[src/rtl/eb_fifo_pkg.sv]
// Shared helpers for the elastic FIFO: counter/pointer widths and wrap-aware
// pointer increment for depths that need not be powers of two.
package eb_pkg;

  localparam int unsigned EB_DEF_DEPTH = 4;

  function automatic int unsigned cnt_w(input int unsigned depth);
    return $clog2(depth + 1);
  endfunction

  function automatic int unsigned ptr_w(input int unsigned depth);
    return (depth > 1) ? $clog2(depth) : 1;
  endfunction

  function automatic int unsigned ptr_inc(input int unsigned ptr, input int unsigned depth);
    return (ptr + 1 >= depth) ? 32'd0 : ptr + 1;
  endfunction

endpackage

[src/rtl/eb_fifo_if.sv]
// Handshake bundle for the FIFO: target (t_0) side in, initiator (i_0) side out.
// Transfer happens on a rising edge where valid and ready are both high; the
// producer holds data stable while valid=1 and ready=0, and never waits on ready.
interface eb_fifo_if #(
  parameter int WIDTH = 32
);
  logic [WIDTH-1:0] t_0_data;
  logic             t_0_valid;
  logic             t_0_ready;
  logic [WIDTH-1:0] i_0_data;
  logic             i_0_valid;
  logic             i_0_ready;

  modport slave (
    input  t_0_data, t_0_valid, i_0_ready,
    output t_0_ready, i_0_data, i_0_valid
  );

  modport master (
    output t_0_data, t_0_valid, i_0_ready,
    input  t_0_ready, i_0_data, i_0_valid
  );
endinterface

[src/rtl/eb_fifo_ctrl.sv]
// Pointer/occupancy control for the elastic FIFO. Ready, valid and almost_full
// are registered from the next count so neither side sees a combinational path.
module eb_fifo_ctrl
  import eb_pkg::*;
#(
  parameter  int DEPTH = 4,
  parameter  int AFULL = DEPTH - 1,
  localparam int CW    = cnt_w(DEPTH),
  localparam int PW    = ptr_w(DEPTH)
) (
  input  logic          clk,
  input  logic          reset_n,
  input  logic          t_0_valid,
  output logic          t_0_ready,
  output logic          i_0_valid,
  input  logic          i_0_ready,
  output logic [CW-1:0] level,
  output logic          almost_full,
  output logic          en_wr,
  output logic          en_rd,
  output logic [PW-1:0] wp,
  output logic [PW-1:0] rp
);

  logic [CW-1:0] r_cnt;
  logic [CW-1:0] w_cnt_nxt;
  logic [PW-1:0] r_wp;
  logic [PW-1:0] r_rp;
  logic          r_ready;
  logic          r_valid;
  logic          r_afull;
  logic          w_push;
  logic          w_pop;

  assign w_push = t_0_valid & r_ready;
  assign w_pop  = r_valid & i_0_ready;

  always_comb begin
    w_cnt_nxt = r_cnt;
    case ({w_push, w_pop})
      2'b10:   w_cnt_nxt = r_cnt + 1'b1;
      2'b01:   w_cnt_nxt = r_cnt - 1'b1;
      default: w_cnt_nxt = r_cnt;
    endcase
  end

  always_ff @(posedge clk or negedge reset_n) begin
    if (!reset_n) begin
      r_cnt   <= '0;
      r_wp    <= '0;
      r_rp    <= '0;
      r_ready <= 1'b1;
      r_valid <= 1'b0;
      r_afull <= (AFULL == 0);
    end else begin
      r_cnt   <= w_cnt_nxt;
      if (w_push) r_wp <= PW'(ptr_inc(32'(r_wp), DEPTH));
      if (w_pop)  r_rp <= PW'(ptr_inc(32'(r_rp), DEPTH));
      r_ready <= (w_cnt_nxt < CW'(DEPTH));
      r_valid <= (w_cnt_nxt != '0);
      r_afull <= (w_cnt_nxt >= CW'(AFULL));
    end
  end

  assign t_0_ready   = r_ready;
  assign i_0_valid   = r_valid;
  assign level       = r_cnt;
  assign almost_full = r_afull;
  assign en_wr       = w_push;
  assign en_rd       = w_pop;
  assign wp          = r_wp;
  assign rp          = r_rp;

endmodule

[src/rtl/eb_fifo.sv]
// Elastic FIFO stage: circular storage array driven by eb_fifo_ctrl. Head data
// is read directly at the read pointer; storage itself is never reset.
module eb_fifo
  import eb_pkg::*;
#(
  parameter int WIDTH = 32,
  parameter int DEPTH = EB_DEF_DEPTH,
  parameter int AFULL = DEPTH - 1
) (
  input  logic                       clk,
  input  logic                       reset_n,
  eb_fifo_if.slave                   bus,
  output logic [cnt_w(DEPTH)-1:0]    level,
  output logic                       almost_full
);

  localparam int PW = ptr_w(DEPTH);

  logic             w_en_wr;
  logic             w_en_rd;
  logic [PW-1:0]    w_wp;
  logic [PW-1:0]    w_rp;
  logic [WIDTH-1:0] r_mem [DEPTH];

  eb_fifo_ctrl #(
    .DEPTH (DEPTH),
    .AFULL (AFULL)
  ) u_ctrl (
    .clk         (clk),
    .reset_n     (reset_n),
    .t_0_valid   (bus.t_0_valid),
    .t_0_ready   (bus.t_0_ready),
    .i_0_valid   (bus.i_0_valid),
    .i_0_ready   (bus.i_0_ready),
    .level       (level),
    .almost_full (almost_full),
    .en_wr       (w_en_wr),
    .en_rd       (w_en_rd),
    .wp          (w_wp),
    .rp          (w_rp)
  );

  always_ff @(posedge clk) begin
    if (w_en_wr) r_mem[w_wp] <= bus.t_0_data;
  end

  // en_rd only moves the read pointer; the head is always the entry at rp.
  assign bus.i_0_data = r_mem[w_rp];

endmodule

[src/flat_wrapper.sv]
// flat-port wrapper written by rule: the top's interface ports become plain ports
module eb_fifo_flat import eb_pkg::*;
#(
  parameter int WIDTH = 32,
  parameter int DEPTH = EB_DEF_DEPTH,
  parameter int AFULL = DEPTH - 1
)
  (clk, reset_n, level, almost_full, bus_t_0_data, bus_t_0_valid, bus_i_0_ready, bus_t_0_ready, bus_i_0_data, bus_i_0_valid);
  eb_fifo_if #(.WIDTH(WIDTH)) bus_i ();
  input  logic clk;
  input  logic reset_n;
  output logic [cnt_w(DEPTH)-1:0] level;
  output logic almost_full;
  input wire logic [$bits(bus_i.t_0_data)-1:0] bus_t_0_data;
  input wire logic [$bits(bus_i.t_0_valid)-1:0] bus_t_0_valid;
  input wire logic [$bits(bus_i.i_0_ready)-1:0] bus_i_0_ready;
  output wire logic [$bits(bus_i.t_0_ready)-1:0] bus_t_0_ready;
  output wire logic [$bits(bus_i.i_0_data)-1:0] bus_i_0_data;
  output wire logic [$bits(bus_i.i_0_valid)-1:0] bus_i_0_valid;
  assign bus_i.t_0_data = bus_t_0_data;
  assign bus_i.t_0_valid = bus_t_0_valid;
  assign bus_i.i_0_ready = bus_i_0_ready;
  assign bus_t_0_ready = bus_i.t_0_ready;
  assign bus_i_0_data = bus_i.i_0_data;
  assign bus_i_0_valid = bus_i.i_0_valid;
  eb_fifo #(.WIDTH(WIDTH), .DEPTH(DEPTH), .AFULL(AFULL)) u_core (.clk(clk), .reset_n(reset_n), .bus(bus_i), .level(level), .almost_full(almost_full));
endmodule
[config.mk]
export PLATFORM = sky130hd
export DESIGN_NAME = eb_fifo_flat
export DESIGN_NICKNAME = d
export VERILOG_FILES = /design/src/rtl/eb_fifo_pkg.sv /design/src/rtl/eb_fifo_if.sv /design/src/rtl/eb_fifo_ctrl.sv /design/src/rtl/eb_fifo.sv /design/src/flat_wrapper.sv
export SDC_FILE = /design/constraint.sdc
export NUM_CORES = 1
export LEC_CHECK = 0
export BUFFER_PORTS_ARGS = -buffer_cell sky130_fd_sc_hd__buf_2
export CAP_MARGIN = 10
export CORE_ASPECT_RATIO = 1.4
export CORE_UTILIZATION = 38
export CTS_CLUSTER_SIZE = 14
export DETAILED_ROUTE_END_ITERATION = 10
export PLACE_DENSITY = 0.67
export SLEW_MARGIN = 10
export SYNTH_ARGS = -nofsm -noshare
export SYNTH_HDL_FRONTEND = slang
export SYNTH_SLANG_ARGS = --single-unit
export TNS_END_PERCENT = 30
[constraint.sdc]
create_clock -name clk -period 2.25 [get_ports clk]
set_clock_uncertainty 0.2 [all_clocks]
set_input_delay 0 -clock clk [delete_from_list [all_inputs] [get_ports clk]]
set_output_delay 0 -clock clk [all_outputs]
set_load 0.05 [all_outputs]
* Word level (Yosys, flattened, before mapping)
Memory sizes are Yosys's and may differ from the RTL's.
Cells that the tools add are included.
** Storage, ports and cells
- Register bits :: 10
- RAM bits :: 128
- Memories kept :: 1
** Memories
- u_core.r_mem :: depth 4, width 32, rd ports 1, clocked after memory_dff 0, wr ports 1, line eb_fifo.sv:23 : logic [WIDTH-1:0] r_mem [DEPTH];
** Cells by class
- Bitwise operators :: 2
- Equal/unequal tests :: 2
- Muxes and demuxes :: 5
- Reduce and logical (&&, ||, !) cells :: 1
- $add $sub $neg :: 4
- $lt $le $gt $ge :: 4
** Operator list (number)
- adder 2 x 1 -> 3 bit, second input constant :: 2
- >= comparator 3 bit, second input constant :: 2
- case mux 3 bit (2 select lines) :: 1
- 2-to-1 mux 2 bit :: 2
- adder 3 x 1 -> 3 bit, second input constant :: 1
- >= comparator 3 x 2 -> 1 bit, second input constant :: 1
- < comparator 3 bit, second input constant :: 1
- nonzero test 3 bit :: 1
- subtractor 3 x 1 -> 3 bit, second input constant :: 1
- AND 1 bit :: 2
- == test 2 x 1 -> 1 bit, second input constant :: 1
- == test 2 bit, second input constant :: 1
- 2-to-1 mux 1 bit :: 2

* Depth between registers and ports, before layout
- Depth after elaboration :: 4
- Depth in mapped cells :: 7
- Mapped depth without buffers :: 7

* Hierarchy
Synthesis repeated with hierarchy kept, for this count alone.
** Unflattened totals
- Cell total of the unflattened synthesis :: 206
- Area, all modules :: 5133.7 µm²
** By module, submodules not included
- eb_fifo :: times used 1, cells an instance 171, area each 4689.5 µm²
- eb_fifo_ctrl :: times used 1, cells an instance 35, area each 444.2 µm²

* Worst setup path after synthesis
Ideal clock, no wire load.
- Path kind :: flip-flop to flip-flop
- Start point :: reg u_core.u_ctrl.r_ready, in the netlist u_core.u_ctrl.t_0_ready
- End point :: reg u_core.u_ctrl.r_ready, in the netlist u_core.u_ctrl.t_0_ready
- Path slack :: -149 ps
- Arrival :: 2122 ps
- Data required time :: 1973 ps
- Cell stages (with the launch flop) :: 7
- Cells stage by stage :: dfstp_2 > nand2_1 > ha_1 > fa_1 > xnor2_1 > or3_1 > and2_1
** Between the ends
- Longest elaborated chain between the ends :: 4
** RTL lines
- from (decl) :: line eb_fifo_ctrl.sv:29 : logic r_ready;
- from (signal assigned) :: line eb_fifo_ctrl.sv:59 : r_ready <= (w_cnt_nxt < CW'(DEPTH));
- AND 1 bit * :: line eb_fifo_ctrl.sv:35 : assign w_push = t_0_valid & r_ready;
- == test 2 x 1 -> 1 bit / == test 2 bit (equally long branches) :: line eb_fifo_ctrl.sv:40 : case ({w_push, w_pop})
- case mux 3 bit (2 select lines) * :: line eb_fifo_ctrl.sv:40
- < comparator 3 bit * :: line eb_fifo_ctrl.sv:59
Every way passes the cells marked *; elsewhere a longest branch is shown, timed or not.
A chain may end at the register's enable or synchronous reset.

* Final worst setup path
Same ends and word-level chain as after synthesis.

==> metrics.cfg <==
[place]
hpwl_mm=5.79
dp.cells=466
routabilityCongestion=0.660
portBuffers=73

[synth]
synth_nets=254
synth-seq-area-share=0.791
synthTopCellsByArea=edfxtp_1 74%, mux4_2 12%, dfrtp_1 4.4%
synth-seq-cells=138
syn_inst=211
synth_warnings=0
synthDistinctLibCells=23
synth_area_leader_cell=edfxtp_1
synth.cell_area_sq_mm=0.00517
syn-mean-instance-area_sq_um=24.5
synth_top_area_share=0.743

[clock_network]
clock-sinks=138
cts-root-buf=clkbuf_16
clkTransAtPathRegs_ps=60
htreeDepth=4
numCtsBuffers=17
clk_latency_ps=400
cts.path.max_buffers=2
cts_tree=yes

[status]
status=finished, final reports clean

[timing]
fin_hold_ws_ps=145
hold_violations=0
setup-tns-final_ps=0
max_freq_ghz=0.460
fin_crit_ps=2180
rsz0062_at_grt=false
finalSetupViolations=0
finalCritPeriodShare=0.967
relSlewSlack=0.721
drv_slew=0
tightest_slew_ps=417

[routing]
drcViolationCount=0
routed_wl_mm=9.21
ant_nets=0
firstDrtPassIters=4
wire_per_inst_um=17.1
vias=2560
initialDrtViolationCount=103
viasPerCell=4.74

[worst_setup_path]
path_class=flop to flop
worst_setup_path_start_kind=flop
worstReg2RegEnd=u_core.u_ctrl.t_0_ready
ff2ff_setup_slack_ps=70
cp.arrival_ps=2310
cp_top_family=simple AND/OR/NAND/NOR gates
cp_cell_sequence=nand2_4 -> ha_4 -> fa_2 -> xnor2_1 -> or3_4 -> and2_1
crit_buf_inv=0
worstRegToRegCells=6
crit_fanout=4
end_kind=flop
r2r-start=u_core.u_ctrl.t_0_ready
slowest_stage=dfstp_4
critical_path_required_ps=2390
cpPeakStageDelay_ps=630

[global_routing]
overflow=0
grt_first_pass_wirelength_mm=14.9
grt_max_degree=26
grt_use_total=0.147
grt_pass1_vias=2875
antenna_found_initial=0

[final_layout]
antenna_cells=0
syn2layout_area_growth_pct=32.6
drive_above_1_share=0.444
final_cell_count_no_fill=540
final_net_count=388

[floorplan]
dieArea_sq_mm=0.0141
rows=50
die_h_um=140
io_pins=74
design.core.area_sq_mm=0.0133
die_w_um=101
start_util=0.388

[min_path]
min_delay_path_depth=2
hold_class=primary input to flop
worstHoldEndpoint=u_core.r_mem[3][17]
min-delay-start=bus_t_0_data[17]

[power_and_ir_drop]
power_density_mw_per_mm2=1460
p_leak_nw=2.46
ir_drop_mv=0.935

[run]
cap_violations=0

## layout by cell type (no fill, tap or decap), types with 3 or more instances in the layout
cell             n
and3_2           4
buf_12           6
buf_2           73
buf_4            7
bufinv_16        3
clkbuf_16       17
clkinvlp_4       3
dfrtp_1          6
dlygate4sd3_1   37
edfxtp_1       128
ha_1             5
inv_1            3
inv_6            3
mux2_2           3
mux4_1           4
mux4_2          28
nand2_1          3
## Yosys cell counts
library cell and instances:
clkbuf_1 1, buf_12 3, mux2_2 3, xnor2_1 2, dfrtp_1 9, buf_6 1
edfxtp_1 128, dfstp_2 1, buf_2 3, and3_1 4, nor2_1 1, ha_1 6
or3_1 1, nand2_1 4, nand3_1 2, fa_1 1, o21ai_0 1, inv_1 3
a21o_1 2, and2_1 1, mux4_1 4, mux4_2 28, nor3_1 2
## layout make-up
cell class | instances | area, sq um
inverters | 3 | 11.3
well taps | 182 | 228
repair buffers | 123 | 908
clock inverters | 14 | 170
multi-input cells | 62 | 1010
fillers | 1071 | 6460
clock buffers | 18 | 429
flip-flops and latches | 138 | 4110
## sequential cells by signal (all words and copies together), names as in the netlist
signal                     count
u_core.r_mem                 128
u_core.u_ctrl.level            3
u_core.u_ctrl.rp               2
u_core.u_ctrl.wp               2
u_core.u_ctrl.almost_full      1
u_core.u_ctrl.i_0_valid        1
u_core.u_ctrl.t_0_ready        1
## logic make-up after synthesis
| group | synth area share |
|---|---|
| mux | 0.149 |
| flops | 0.791 |
| buf+inv | 0.0196 |
| xor+xnor | 0.00339 |
| fa+ha+maj | 0.0184 |
| compound gates | 0.00387 |
| simple gates | 0.0147 |
## per-layer routing
layer	track usage	part of all wire
met1	0.165	0.41
met2	0.254	0.54
met3	0.0429	0.041
met4	0.0686	0.019
met5	0	0
## per-stage QoR
stage                     setup WS, ps  total power, mW   util  area [sq um]
after global routing              12.0             10.5  0.515          6860
after global placement            85.2             7.18  0.439          5850
after CTS                         11.6             10.2  0.514          6850
final                             74.4             10.0  0.515          6860
after detailed placement          21.6             7.27  0.439          5850
after floorplan                   7.31             6.42      -          5200
## power breakdown
group	total (mW)	leakage [nW]	internal (mW)	switching (mW)
clock	2.76	0.285	1.75	1.01
combinational	3.75	0.896	1.29	2.46
sequential	3.54	1.28	3.32	0.220
total	10.0	2.46	6.35	3.70
## what timing repair did
action                                  CTS  global route
gates resized for setup                   1             2
hold buffers                             37             0
setup buffers                             4             1
endpoints found under the hold margin   144             0
pin swaps                                 0             0
endpoints found under the setup margin   20             4
## worst max-delay path by stage
stage	start	endpoint	depth (start not counted)
2_1_floorplan	u_core.u_ctrl.t_0_ready	u_core.u_ctrl.t_0_ready	6
3_3_place_gp	u_core.u_ctrl.t_0_ready	u_core.u_ctrl.t_0_ready	6
3_5_place_dp	u_core.u_ctrl.t_0_ready	u_core.u_ctrl.t_0_ready	6
4_1_cts	u_core.u_ctrl.t_0_ready	u_core.u_ctrl.t_0_ready	6
5_1_grt	u_core.u_ctrl.t_0_ready	u_core.u_ctrl.t_0_ready	6
6_report	u_core.u_ctrl.t_0_ready	u_core.u_ctrl.t_0_ready	6
(Power assumes the default switching activity.)
